--- config.mk ---
export PLATFORM = sky130hd
export DESIGN_NAME = float8_accum
export DESIGN_NICKNAME = d
export VERILOG_FILES = /design/src/rtl/float8_accum_pkg.sv /design/src/rtl/float8_accum_f8_to_fixed.sv /design/src/rtl/float8_accum.sv
export SDC_FILE = /design/constraint.sdc
export NUM_CORES = 1
export LEC_CHECK = 0
export CAP_MARGIN = 20
export CELL_PAD_IN_SITES_DETAIL_PLACEMENT = 0
export CELL_PAD_IN_SITES_GLOBAL_PLACEMENT = 1
export CORE_MARGIN = 10
export CORE_UTILIZATION = 40
export CTS_BUF_LIST = sky130_fd_sc_hd__clkbuf_8
export CTS_CLUSTER_SIZE = 25
export DETAILED_ROUTE_END_ITERATION = 7
export PLACE_DENSITY_LB_ADDON = 0.3
export SLEW_MARGIN = 15
export SYNTH_ARGS = -nofsm -noshare
export SYNTH_HDL_FRONTEND = slang
export SYNTH_HIERARCHICAL = 1
export SYNTH_SLANG_ARGS = --single-unit
--- constraint.sdc ---
create_clock -name clk -period 7.4 [get_ports clk]
set_input_delay 1.48 -clock clk [delete_from_list [all_inputs] [get_ports clk]]
set_output_delay 1.48 -clock clk [all_outputs]
set_load 0.05 [all_outputs]
--- src/rtl/float8_accum_pkg.sv ---
// float8_accum_pkg
// Shared definitions for the Float8 dot-product accumulator:
//   - Float8 field positions ([7] sign, [6:4] exponent, [3:0] mantissa)
//   - exponent bias and the fixed-point fractional width used by the accumulator
//   - saturation magnitude code written on overflow
//   - FSM state encoding for the accumulate / normalise / pack sequence
package float8_accum_pkg;

  localparam int F8_SIGN_BIT = 7;
  localparam int F8_EXP_MSB  = 6;
  localparam int F8_EXP_LSB  = 4;
  localparam int F8_MAN_MSB  = 3;
  localparam int F8_MAN_LSB  = 0;
  localparam int F8_MAN_W    = 4;
  localparam int F8_EXP_BIAS = 3;
  localparam int FRAC_W      = 7;

  localparam logic [6:0] F8_SAT = 7'h7F;

  typedef enum logic [2:0] {
    ACCUM,
    ABS,
    NORM,
    PACK,
    DONE
  } state_t;

endpackage

--- src/rtl/float8_accum_f8_to_fixed.sv ---
// f8_to_fixed
// Combinational conversion of one Float8 term to a two's-complement fixed-point
// value with FRAC_W fractional bits, sized to the accumulator.
// Ports:
//   data : Float8 term
//   ovf  : multiplier overflow flag paired with data; a flagged term converts to 0
//   term : signed fixed-point contribution (ACC_W bits)
module f8_to_fixed
  import float8_accum_pkg::*;
#(
  parameter int ACC_W = 24
) (
  input  logic [7:0]       data,
  input  logic             ovf,
  output logic [ACC_W-1:0] term
);

  // 1.M * 2^(E-bias) scaled by 2^FRAC_W is {1,M} shifted by E plus this
  // adjustment; with the current format it works out to zero.
  localparam int SHIFT_ADJ = FRAC_W - F8_MAN_W - F8_EXP_BIAS;

  logic             sign;
  logic [2:0]       expo;
  logic [3:0]       man;
  logic [ACC_W-1:0] mag;

  always_comb begin
    sign = data[F8_SIGN_BIT];
    expo = data[F8_EXP_MSB:F8_EXP_LSB];
    man  = data[F8_MAN_MSB:F8_MAN_LSB];
    mag  = ACC_W'({1'b1, man}) << (int'(expo) + SHIFT_ADJ);
    // Both 0x00 and 0x80 are zero; overflowed products are dropped here and
    // reported through the sticky flag instead.
    if (ovf || (data[F8_EXP_MSB:F8_MAN_LSB] == 7'd0)) begin
      term = '0;
    end else if (sign) begin
      term = -mag;
    end else begin
      term = mag;
    end
  end

endmodule

--- src/rtl/float8_accum.sv ---
// float8_accum
// Accumulates a stream of Float8 products in a fixed-point register, then
// normalises the sum back to Float8 with truncation, underflow flush to zero
// and saturation on overflow.
// Ports:
//   clk, rst_n             : clock, asynchronous active-low reset
//   in_valid/in_ready      : term handshake (ready only while accumulating)
//   in_data, in_ovf        : Float8 term and its multiplier overflow flag
//   in_last                : final term of the vector
//   out_valid/out_ready    : result handshake
//   out_data, out_overflow : Float8 result and sticky per-vector overflow
module float8_accum
  import float8_accum_pkg::*;
#(
  parameter int ACC_W     = 24,
  parameter int MAX_TERMS = 256
) (
  input  logic       clk,
  input  logic       rst_n,
  input  logic       in_valid,
  output logic       in_ready,
  input  logic [7:0] in_data,
  input  logic       in_ovf,
  input  logic       in_last,
  output logic       out_valid,
  input  logic       out_ready,
  output logic [7:0] out_data,
  output logic       out_overflow
);

  localparam int K_W   = $clog2(ACC_W);
  localparam int CNT_W = $clog2(MAX_TERMS + 1);

  localparam logic [K_W:0]     P_TOP   = ACC_W - 1;
  localparam logic [K_W:0]     P_LOW   = 4;
  localparam logic [K_W:0]     P_HIGH  = 11;
  localparam logic [CNT_W-1:0] CNT_MAX = MAX_TERMS;

  state_t state, state_next;

  logic [ACC_W-1:0] acc;
  logic [ACC_W-1:0] term;
  logic [ACC_W-1:0] mag;
  logic             sign;
  logic [K_W-1:0]   k;
  logic [CNT_W-1:0] count;
  logic             ovf_flag;
  logic             cnt_flag;
  logic             accept;

  logic [K_W:0]     p;
  logic [2:0]       e_field;
  logic [3:0]       man_field;
  logic [7:0]       pack_data;
  logic             pack_ovf;

  f8_to_fixed #(.ACC_W(ACC_W)) u_conv (
    .data (in_data),
    .ovf  (in_ovf),
    .term (term)
  );

  assign accept = in_valid && in_ready;

  always_ff @(posedge clk or negedge rst_n) begin
    if (!rst_n) begin
      state <= ACCUM;
    end else begin
      state <= state_next;
    end
  end

  always_comb begin
    state_next = state;
    case (state)
      ACCUM: if (accept && in_last) state_next = ABS;
      // acc is zero exactly when |acc| is zero, so no normalisation is needed.
      ABS:   state_next = (acc == '0) ? PACK : NORM;
      NORM:  if (mag[ACC_W-1]) state_next = PACK;
      PACK:  state_next = DONE;
      DONE:  if (out_ready) state_next = ACCUM;
      default: state_next = ACCUM;
    endcase
  end

  always_comb begin
    in_ready  = 1'b0;
    out_valid = 1'b0;
    case (state)
      ACCUM:   in_ready  = 1'b1;
      DONE:    out_valid = 1'b1;
      default: ;
    endcase
  end

  // After normalisation the leading one sits at bit ACC_W-1, so its original
  // position is p = ACC_W-1-k and the mantissa is the next four bits down.
  always_comb begin
    p         = P_TOP - {1'b0, k};
    e_field   = 3'(p - P_LOW);
    man_field = mag[ACC_W-2 -: F8_MAN_W];
    pack_data = 8'h00;
    pack_ovf  = 1'b0;
    if (ovf_flag || cnt_flag) begin
      pack_data = {sign, F8_SAT};
      pack_ovf  = 1'b1;
    end else if ((mag == '0) || (p < P_LOW)) begin
      pack_data = 8'h00;
    end else if (p > P_HIGH) begin
      pack_data = {sign, F8_SAT};
      pack_ovf  = 1'b1;
    end else begin
      pack_data = {sign, e_field, man_field};
    end
  end

  always_ff @(posedge clk or negedge rst_n) begin
    if (!rst_n) begin
      acc          <= '0;
      mag          <= '0;
      sign         <= 1'b0;
      k            <= '0;
      count        <= '0;
      ovf_flag     <= 1'b0;
      cnt_flag     <= 1'b0;
      out_data     <= 8'h00;
      out_overflow <= 1'b0;
    end else begin
      case (state)
        ACCUM: begin
          if (accept) begin
            acc <= acc + term;
            if (in_ovf) ovf_flag <= 1'b1;
            // The count saturates at MAX_TERMS; any term beyond that trips the flag.
            if (count == CNT_MAX) begin
              cnt_flag <= 1'b1;
            end else begin
              count <= count + 1'b1;
            end
          end
        end
        ABS: begin
          sign <= acc[ACC_W-1];
          mag  <= acc[ACC_W-1] ? -acc : acc;
          k    <= '0;
        end
        NORM: begin
          if (!mag[ACC_W-1]) begin
            mag <= mag << 1;
            k   <= k + 1'b1;
          end
        end
        PACK: begin
          out_data     <= pack_data;
          out_overflow <= pack_ovf;
        end
        DONE: begin
          if (out_ready) begin
            acc          <= '0;
            count        <= '0;
            ovf_flag     <= 1'b0;
            cnt_flag     <= 1'b0;
            out_data     <= 8'h00;
            out_overflow <= 1'b0;
          end
        end
        default: ;
      endcase
    end
  end

endmodule

==> flow_summary.ini, run 1 <==
[run_status]
outcome = complete, no violations

[sta]
slew_viol_final = 0
rsz0062_at_grt = no
period_share_pct = 76.1
setup_viol = 0
fmax_mhz = 178
fin_setup_tns_ns = 0
slew-limit-headroom_pct = 37.2
finalCriticalPeriod_ns = 5.63
worst-slew-pin-transition_ns = 0.942
skew_ns = 0.0167
hold_viol = 0
whs_ns = 0.484

[routing]
antenna_left = 0
drt_iter0_drc = 387
drt-pass1-iter-count = 5
avgViaCountPerCell = 5.64
routedWlPerCell_microns = 16.0
wirelength_microns = 14400
remaining_drc_errors = 0
vias = 5058

[placed_design]
post_dp_cell_area_sq_um = 6240
dp.cells = 880
dp_hpwl_microns = 10600
port_buffers = 24
gp_congestion = 0.852

[power_and_ir_drop]
p_leak_nw = 2.86
seqPwrFrac_pct = 33.7
power.switching_mw = 1.24
power.total_mw = 2.52
combPwrFrac_pct = 54.2
p_int_mw = 1.28
clockPowerShare_pct = 12.0
peakVddDrop_v = 0.000171
switching_share_pct = 49.2
powerDensity_nw_per_um2 = 392

[synth]
async_flop_share_pct = 100
synth_simple_gate_area_share_pct = 23.2
syn-num-nets = 753
synthXorXnorAreaFrac_pct = 7.49
synth_top_area_cell = dfrtp_1
synth_edf_count = 0
yosysUniqueCellTypes = 80
ys_seq_area_share_pct = 32.3
syn_avg_cell_area_sq_um = 8.41
syn_inst = 709
synth_top_family_by_area = compound AO/OA/AOI/OAI gates
synth.area.top_cells = dfrtp_1 (32%), ha_1 (6.1%), o21ai_0 (5.5%), nand2_1 (5.2%), xor2_1 (5.0%)
yosysTopAreaCellShare_pct = 32.3
netlist_area_sq_um = 5960
ys_ff_latch = 77
synth_compound_area_share_pct = 24.1
synthAdderAreaFrac_pct = 6.42
synthMuxAreaShare_pct = 1.68
synth_ff_type = dfrtp_1
ys_warn_count = 6

[clock_tree]
cts_max_level = 3
cts_setup_buffers = 0
cts_buffers = 9
cts.path.max_buffers = 2
cts_tree = built
cts_resized = 0
clockRootBuffer = clkbuf_8
clk_latency_ns = 0.37
clock-sinks = 77
path_clk_slew_ns = 0.09
ctsHoldBuffers = 0

[final_layout]
final_nets = 752
final_layout_size_suffix_gt1_share_pct = 6.59
final_cells = 897
layout_commonest_cell = nand2_1
antenna_cells = 0
final_cell_area_sq_um = 6440
layout_common_cells = nand2_1 (82), dfrtp_1 (77), nor2_1 (66), o21ai_0 (65), a21oi_1 (42)
area_growth_pct = 7.97
final.fill_count = 1411

[worst_setup_path]
path_class = in -> reg
cp_max_fo = 21
r2r_slack_ns = 4.59
critPathSlowestCell = clkdlybuf4s50_1
required_ns = 7.66
crit_arrival_ns = 5.89
crit_chain = clkdlybuf4s50_1, mux2i_1, nand2b_1, ha_1, o21ai_1, a21oi_1, o21ai_0, nor3b_1, ha_1, a21oi_1, o21ai_0, o2111a_1, o21a_1, a21o_1, nand2b_1, mux2i_1, o32a_1
path_delay_family = compound AO/OA/AOI/OAI gates
startpoint_type = input pin
cp_num_buf_inv = 1
critPathMaxStageDelay_ns = 0.91
worstSetupEndpointType = flip-flop

[global_route]
grt-ovfl-total = 0
grt_pass1_wl_microns = 24300
antenna_found_initial = 0
grt_pass1_vias = 4763
grt_max_degree = 78
grtUsageTotal_pct = 14.4

[die]
rows = 44
core_region_area_sq_um = 14600
io_pins = 25
die_y_microns = 142
die-area_sq_um = 20200
die_w_microns = 142
initial_core_util_pct = 40.9

[job]
drv_cap = 0

[worst_hold_path]
timing.hold.worst.class = reg -> reg
-- per-layer routing --
layer / GRT usage (%) / vias up / part of all wire (%) / wire length [microns]
met5: 0 / - / 0 / 0
met4: 3.50 / 0 / 1.4 / 199
met3: 3.20 / 18 / 2.9 / 424
met2: 21.4 / 68 / 44 / 6380
met1: 20.4 / 2383 / 51 / 7370
li1: - / 2589 / - / -
-- worst paths after layout --
kind,start,to,cells past startpoint
hold / removal,out_overflow,out_overflow,1
setup / recovery,in_data[4],acc[23],17
setup reg to reg,acc[2],acc[23],9
max in group asynchronous,rst_n,ovf_flag,2
hold reg to reg,out_overflow,out_overflow,1
min in group asynchronous,rst_n,mag[5],1
-- registers in the layout, summed over array words and instances, names as in the netlist --
name,count
out_data,8
count,9
state,3
k,5
acc,24
ovf_flag,1
out_overflow,1
sign,1
cnt_flag,1
mag,24
-- Yosys cell counts (3+ instances only) --
| master | instances |
|---|---|
| a211oi_1 | 7 |
| a21o_1 | 16 |
| a21oi_1 | 42 |
| a221o_1 | 8 |
| a22oi_1 | 5 |
| a31oi_1 | 17 |
| and2_1 | 3 |
| and3_1 | 13 |
| buf_2 | 4 |
| buf_4 | 7 |
| buf_6 | 4 |
| clkbuf_1 | 23 |
| dfrtp_1 | 77 |
| ha_1 | 29 |
| inv_1 | 17 |
| mux2i_1 | 10 |
| nand2_1 | 82 |
| nand2b_1 | 11 |
| nand3_1 | 16 |
| nand3b_1 | 5 |
| nand4_1 | 7 |
| nand4b_1 | 3 |
| nor2_1 | 66 |
| nor2b_1 | 10 |
| nor3_1 | 14 |
| nor3b_1 | 8 |
| nor4_1 | 10 |
| o211ai_1 | 5 |
| o21a_1 | 3 |
| o21ai_0 | 65 |
| o21ai_1 | 3 |
| o31ai_1 | 7 |
| or2_2 | 3 |
| or3_1 | 3 |
| xnor2_1 | 17 |
| xor2_1 | 34 |
-- power by group through the flow --
stage,Combinational [mW],Sequential (mW),Clock [mW]
after CTS,1.38,0.850,0.315
after floorplan,1.04,0.847,0
after detailed placement,1.37,0.857,0
final,1.37,0.851,0.303
after global routing,1.55,0.888,0.333
after global placement,1.35,0.850,0
-- cell families after synthesis --
kind of cell | count (synthesis)
buffers and inverters | 57
muxes | 10
xor gates and xnor gates | 51
DFF | 77
AOI/OAI and AO/OA | 212
adders and majority gates | 30
and+or+nand+nor | 272
-- cell type report --
| type | count | area [sq um] | area share (%) |
|---|---|---|---|
| Sequential cell | 77 | 1930 | 29.9 |
| Inverter | 17 | 63.8 | 0.991 |
| Clock inverter | 7 | 57.6 | 0.894 |
| Clock buffer | 9 | 124 | 1.92 |
| Multi-Input combinational cell | 575 | 3760 | 58.3 |
| Tap cell | 184 | 230 | 3.58 |
| Timing Repair Buffer | 28 | 280 | 4.35 |
-- metrics by stage --
| step | utilization (%) | setup slack, ns |
|---|---|---|
| global placement | 42.8 | 1.53 |
| finish | 44.1 | 1.77 |
| floorplan | - | 2.61 |
| detailed placement | 42.8 | 1.41 |
| CTS | 44.0 | 1.81 |
| global route | 44.1 | 1.47 |
(Power assumes the default switching activity.)
==> run 2, diff against run 1 <==
==> constraint.sdc (replaced) <==
create_clock -name clk -period 4.9 [get_ports clk]
set_input_delay 0.98 -clock clk [delete_from_list [all_inputs] [get_ports clk]]
set_output_delay 0.98 -clock clk [all_outputs]
set_load 0.05 [all_outputs]
==> flow_summary.ini, run 2 (synthesis gave the netlist of run 1 again) <==
[final_layout]
final.fill_count = 1420
area_growth_pct = 10.6
final_nets = 765
antenna_cells = 0
final_cells = 910
layout_commonest_cell = nand2_1
reg_top3 = acc x24, mag x24, count x9
final_layout_size_suffix_gt1_share_pct = 8.26
multiInputGateArea_sq_um = 3760
seqCellArea_sq_um = 1930
layout_common_cells = nand2_1 (82), dfrtp_1 (77), nor2_1 (66), o21ai_0 (65), a21oi_1 (42)

[die]
core_region_area_sq_um = 14600
rows = 44
io_pins = 25
die_y_microns = 142
die_w_microns = 142
die-area_sq_um = 20200
initial_core_util_pct = 40.9

[power_and_ir_drop]
seqPwrFrac_pct = 32.7
switching_share_pct = 47.7
peakVddDrop_v = 0.000232
p_int_mw = 2.05
p_leak_nw = 2.95
clockPowerShare_pct = 13.9
power.switching_mw = 1.87
powerDensity_nw_per_um2 = 595
combPwrFrac_pct = 53.4

[worst_setup_path]
worstSetupEndpointType = flip-flop
required_ns = 5.15
crit_chain = clkdlybuf4s50_1, mux2i_2, nand2b_1, ha_1, o21ai_1, a21oi_1, nor3_1, nor3b_1, ha_1, a21oi_1, o21ai_0, o2111a_1, o21a_1, a21o_1, nand2b_1, mux2i_1, o32a_1
crit_arrival_ns = 4.78
critPathSlowestCell = clkdlybuf4s50_1
critPathMaxStageDelay_ns = 0.55
path_class = in -> reg
startpoint_type = input pin
cp_max_fo = 4

[clock_tree]
cts.path.max_buffers = 2
clock-sinks = 77
clk_latency_ns = 0.37
cts_tree = built
path_clk_slew_ns = 0.09
clockRootBuffer = clkbuf_8
ctsHoldBuffers = 0
cts_buffers = 9
cts_max_level = 3

[placed_design]
port_buffers = 24
gp_congestion = 0.852
dp.cells = 893
dp_hpwl_microns = 10800
pre_cts_ws_ns = -0.0577

[sta]
hold_viol = 0
finalCriticalPeriod_ns = 4.53
slew-limit-headroom_pct = 34.4
fmax_mhz = 221
worst-slew-pin-transition_ns = 0.984
setup_viol = 0
skew_ns = 0.0138
period_share_pct = 92.5
slew_viol_final = 0
rsz0062_at_grt = no
postLayoutSetupSlackWorst_ns = 0.367

[routing]
avgViaCountPerCell = 5.65
antenna_left = 0
remaining_drc_errors = 0
vias = 5138
routed.top_layer = met4
met2_length_microns = 6290
wirelength_microns = 14400
routedWlPerCell_microns = 15.9
drt_iter0_drc = 304
wl_met1_microns = 7410
drt-pass1-iter-count = 4
wl_met3_microns = 491

[global_route]
grtUsageTotal_pct = 14.5
grt-ovfl-total = 0
grt_max_degree = 78
grt_pass1_vias = 4901
grt_pass1_wl_microns = 24600
antenna_found_initial = 0

[worst_hold_path]
timing.hold.worst.class = reg -> reg

[job]
drv_cap = 0

[run_status]
outcome = complete, no violations
[run 2: cell types whose count changed in the layout (fill, tap and decap cells not counted), sizes merged]
cell / previous run / this run
bufinv: 0 / 2
buf: 5 / 18
clkinvlp: 2 / 1
inv: 20 / 19
[run 2: metrics by stage]
| stage | hold slack, ns | total power, mW | area, sq um | utilization, % | setup TNS [ns] |
|---|---|---|---|---|---|
| floorplan | 0.447 | 2.84 | 5960 | - | 0 |
| global placement | 0.462 | 3.34 | 6350 | 43.5 | 0 |
| detailed placement | 0.465 | 3.39 | 6350 | 43.5 | -0.0577 |
| CTS | 0.487 | 3.95 | 6570 | 45.0 | 0 |
| global route | 0.514 | 4.30 | 6600 | 45.2 | 0 |
| finish | 0.483 | 3.93 | 6600 | 45.2 | 0 |
[run 2: power by group through the flow]
stage	registers, mW	logic (mW)	clock network (mW)
2_1_floorplan	1.28	1.56	0
3_3_place_gp	1.28	2.06	0
3_5_place_dp	1.30	2.10	0
4_1_cts	1.29	2.11	0.560
5_1_grt	1.34	2.38	0.581
6_report	1.29	2.10	0.545
[run 2: what timing repair did]
| item | 4_1_cts | 5_1_grt |
|---|---|---|
| resized for setup | 0 | 1 |
| buffers inserted | 0 | 0 |
| endpoints found under the setup margin | 0 | 1 |
[run 2: critical path, delay by kind of cell]
kind,cells,cell delay [ns]
and+or+nand+nor,4,0.60
buffers and inverters,1,0.55
AOI/OAI and AO/OA,8,1.77
muxes,2,0.38
adders and majority gates,2,0.49
[run 2: layer usage]
metal	track usage, %	vias up
met5	0	-
met1	20.8	2435
met4	4.41	0
met3	2.74	19
met2	21.5	82
li1	-	2602
[run 2: cell type report]
| cell class | instances | area share [%] |
|---|---|---|
| clock buffers | 9 | 1.88 |
| clock inverters | 7 | 1.52 |
| inverters | 17 | 0.968 |
| multi-input cells | 575 | 57.0 |
| flip-flops and latches | 77 | 29.2 |
| well taps | 184 | 3.49 |
| repair buffers | 41 | 5.92 |
[run 2: path summary, 6_finish.rpt]
kind                              start           end  slack (ns)  cells after the start
setup / recovery             in_data[4]       acc[23]        0.37                     17
hold / removal             out_overflow  out_overflow        0.48                      1
setup reg to reg                 acc[1]       mag[22]        2.09                      9
hold reg to reg            out_overflow  out_overflow        0.48                      1
max in group asynchronous         rst_n      count[6]        3.70                      2
min in group asynchronous         rst_n        mag[3]        0.59                      1
==> run 3, diff against run 2 <==
--- a/config.mk
+++ b/config.mk
@@ -14,8 +14,7 @@
 export CTS_CLUSTER_SIZE = 25
 export DETAILED_ROUTE_END_ITERATION = 7
 export PLACE_DENSITY_LB_ADDON = 0.3
-export SLEW_MARGIN = 15
+export SLEW_MARGIN = 20
 export SYNTH_ARGS = -nofsm -noshare
 export SYNTH_HDL_FRONTEND = slang
-export SYNTH_HIERARCHICAL = 1
 export SYNTH_SLANG_ARGS = --single-unit
==> flow_summary.ini, run 3 <==
[final_layout]
final_cell_area_sq_um = 6520
final_nets = 767
reg_top3 = acc x24, mag x24, count x9
layout_common_cells = nand2_1 (93), dfrtp_1 (77), nor2_1 (70), o21ai_0 (65), buf_4 (45)
area_growth_pct = 16.9
final_layout_size_suffix_gt1_share_pct = 10.4
layout_commonest_cell = nand2_1
antenna_cells = 0
final_cells = 908

[synth]
ys_warn_count = 0
yosys-top-cells-count = nand2_1 (93), dfrtp_1 (77), nor2_1 (71), o21ai_0 (66), clkbuf_1 (34)
synth_top_area_cell = dfrtp_1
synth_most_common_cell = nand2_1
yosysUniqueCellTypes = 59
ys_ff_latch = 77
syn_avg_cell_area_sq_um = 8.20
syn_inst = 680
syn-num-nets = 724
yosysTopAreaCellShare_pct = 34.5
netlist_area_sq_um = 5580
synth.area.top_cells = dfrtp_1 (35%), ha_1 (6.5%), nand2_1 (6.3%), o21ai_0 (5.9%), nor2_1 (4.8%)
synth_ff_type = dfrtp_1
async_flop_share_pct = 100
ys_seq_area_share_pct = 34.5
synth_edf_count = 0

[die]
die_w_microns = 138
die_y_microns = 138
rows = 43
initial_core_util_pct = 40.5
die-area_sq_um = 19100
core_region_area_sq_um = 13800
io_pins = 25

[worst_hold_path]
timing.hold.worst.class = reg -> reg

[clock_tree]
cts_setup_buffers = 0
clockRootBuffer = clkbuf_8
clock-sinks = 77
cts_tree = built
path_clk_slew_ns = 0.08
ctsHoldBuffers = 0
cts_resized = 0
cts_max_level = 3
cts_buffers = 9
cts.path.max_buffers = 2
clk_latency_ns = 0.36

[sta]
period_share_pct = 95.9
skew_ns = 0.00933
slew_viol_final = 0
fin_setup_tns_ns = 0
rsz0062_at_grt = no
finalCriticalPeriod_ns = 4.70
whs_ns = 0.471
fmax_mhz = 213
hold_viol = 0
setup_viol = 0
worst-slew-pin-transition_ns = 0.992
slew-limit-headroom_pct = 33.9

[routing]
drt_iter0_drc = 318
drt-pass1-iter-count = 5
routedWlPerCell_microns = 15.8
remaining_drc_errors = 0
vias = 5060
wirelength_microns = 14300
antenna_left = 0
avgViaCountPerCell = 5.57

[global_route]
grt_max_degree = 78
grt_pass1_vias = 5038
grt-ovfl-total = 0
antenna_found_initial = 0
grt_pass1_wl_microns = 24500
grtUsageTotal_pct = 14.8

[worst_setup_path]
path_class = in -> reg
cp_max_fo = 4
crit_arrival_ns = 4.95
critPathSlowestCell = clkdlybuf4s50_1
required_ns = 5.15
worstSetupEndpointType = flip-flop
critPathMaxStageDelay_ns = 0.51
crit_chain = clkdlybuf4s50_1, mux2_2, mux2_2, or3_1, o21a_1, nor4_2, nor3_1, a211oi_1, ha_1, a21o_1, a311oi_1, a21oi_1, a21o_1, or3_1, a32o_1
path_delay_family = compound AO/OA/AOI/OAI gates
cp_num_buf_inv = 1
startpoint_type = input pin

[placed_design]
gp_congestion = 0.832
dp_hpwl_microns = 10800
port_buffers = 24
post_dp_cell_area_sq_um = 6230
dp.cells = 891

[run_status]
outcome = complete, no violations

[job]
drv_cap = 0

[power_and_ir_drop]
peakVddDrop_v = 0.000201
powerDensity_nw_per_um2 = 573
p_leak_nw = 2.94
[run 3: changes by cell type after synthesis, moves of 8 or more]
cell,previous run,this run
a31oi_1,17,3
clkbuf_1,23,34
nand2_1,82,93
and3_1,13,4
a21oi_1,42,33
a22oi_1,5,14
xor2_1,34,26
[run 3: area by class of cell]
type	count	area [sq um]
sequential	77	1930
tap	180	225
fill	1384	7250
timing repair buffer	69	579
clock buffer	9	124
multi-input combinational	551	3470
clock inverter	7	138
inverter	15	56.3
[run 3: tightest hold or removal path: stages (launching register included)]
cell     delay [ns]
dfrtp_1        0.35
nand2_1        0.05
nand2_1        0.05
[run 3: path summary, 6_finish.rpt]
kind | startpoint | endpoint | slack (ns) | depth (start not counted)
max | in_data[4] | acc[16] | 0.20 | 15
min | out_data[5] | out_data[5] | 0.47 | 2
max reg2reg | acc[0] | acc[16] | 2.21 | 8
min reg2reg | out_data[5] | out_data[5] | 0.47 | 2
max in group asynchronous | rst_n | mag[11] | 3.48 | 1
min in group asynchronous | rst_n | out_data[0] | 0.79 | 1
[run 3: cell families after synthesis]
| family | Yosys count | synth area share, % |
|---|---|---|
| AOI/OAI and AO/OA | 202 | 23.4 |
| DFF | 77 | 34.5 |
| adders and majority gates | 30 | 6.86 |
| muxes | 13 | 2.38 |
| buffers and inverters | 52 | 3.52 |
| and+or+nand+nor | 256 | 21.4 |
| xor gates and xnor gates | 50 | 7.85 |
[run 3: stage by stage]
step	power (mW)	worst slack, ns	util, %
2_1_floorplan	2.54	0.193	-
3_3_place_gp	3.05	-0.145	45.3
3_5_place_dp	3.11	-0.210	45.3
4_1_cts	3.75	0.164	47.2
5_1_grt	4.05	0.0176	47.4
6_report	3.74	0.199	47.4
[run 3: where the power goes]
part           internal (mW)  leakage, nW  total [mW]  switching [mW]
Clock                  0.388        0.129       0.629           0.241
Sequential             0.897        0.983        1.22           0.325
Combinational          0.791         1.83        1.89            1.10
Total                   2.08         2.94        3.74            1.66
[run 3: metal layers]
layer / global-route usage (%) / up-vias / wire [microns]
met4: 3.83 / 0 / 138
met5: 0 / - / 0
met3: 2.23 / 7 / 463
met1: 19.7 / 2410 / 6890
li1: - / 2552 / -
met2: 24.3 / 91 / 6850
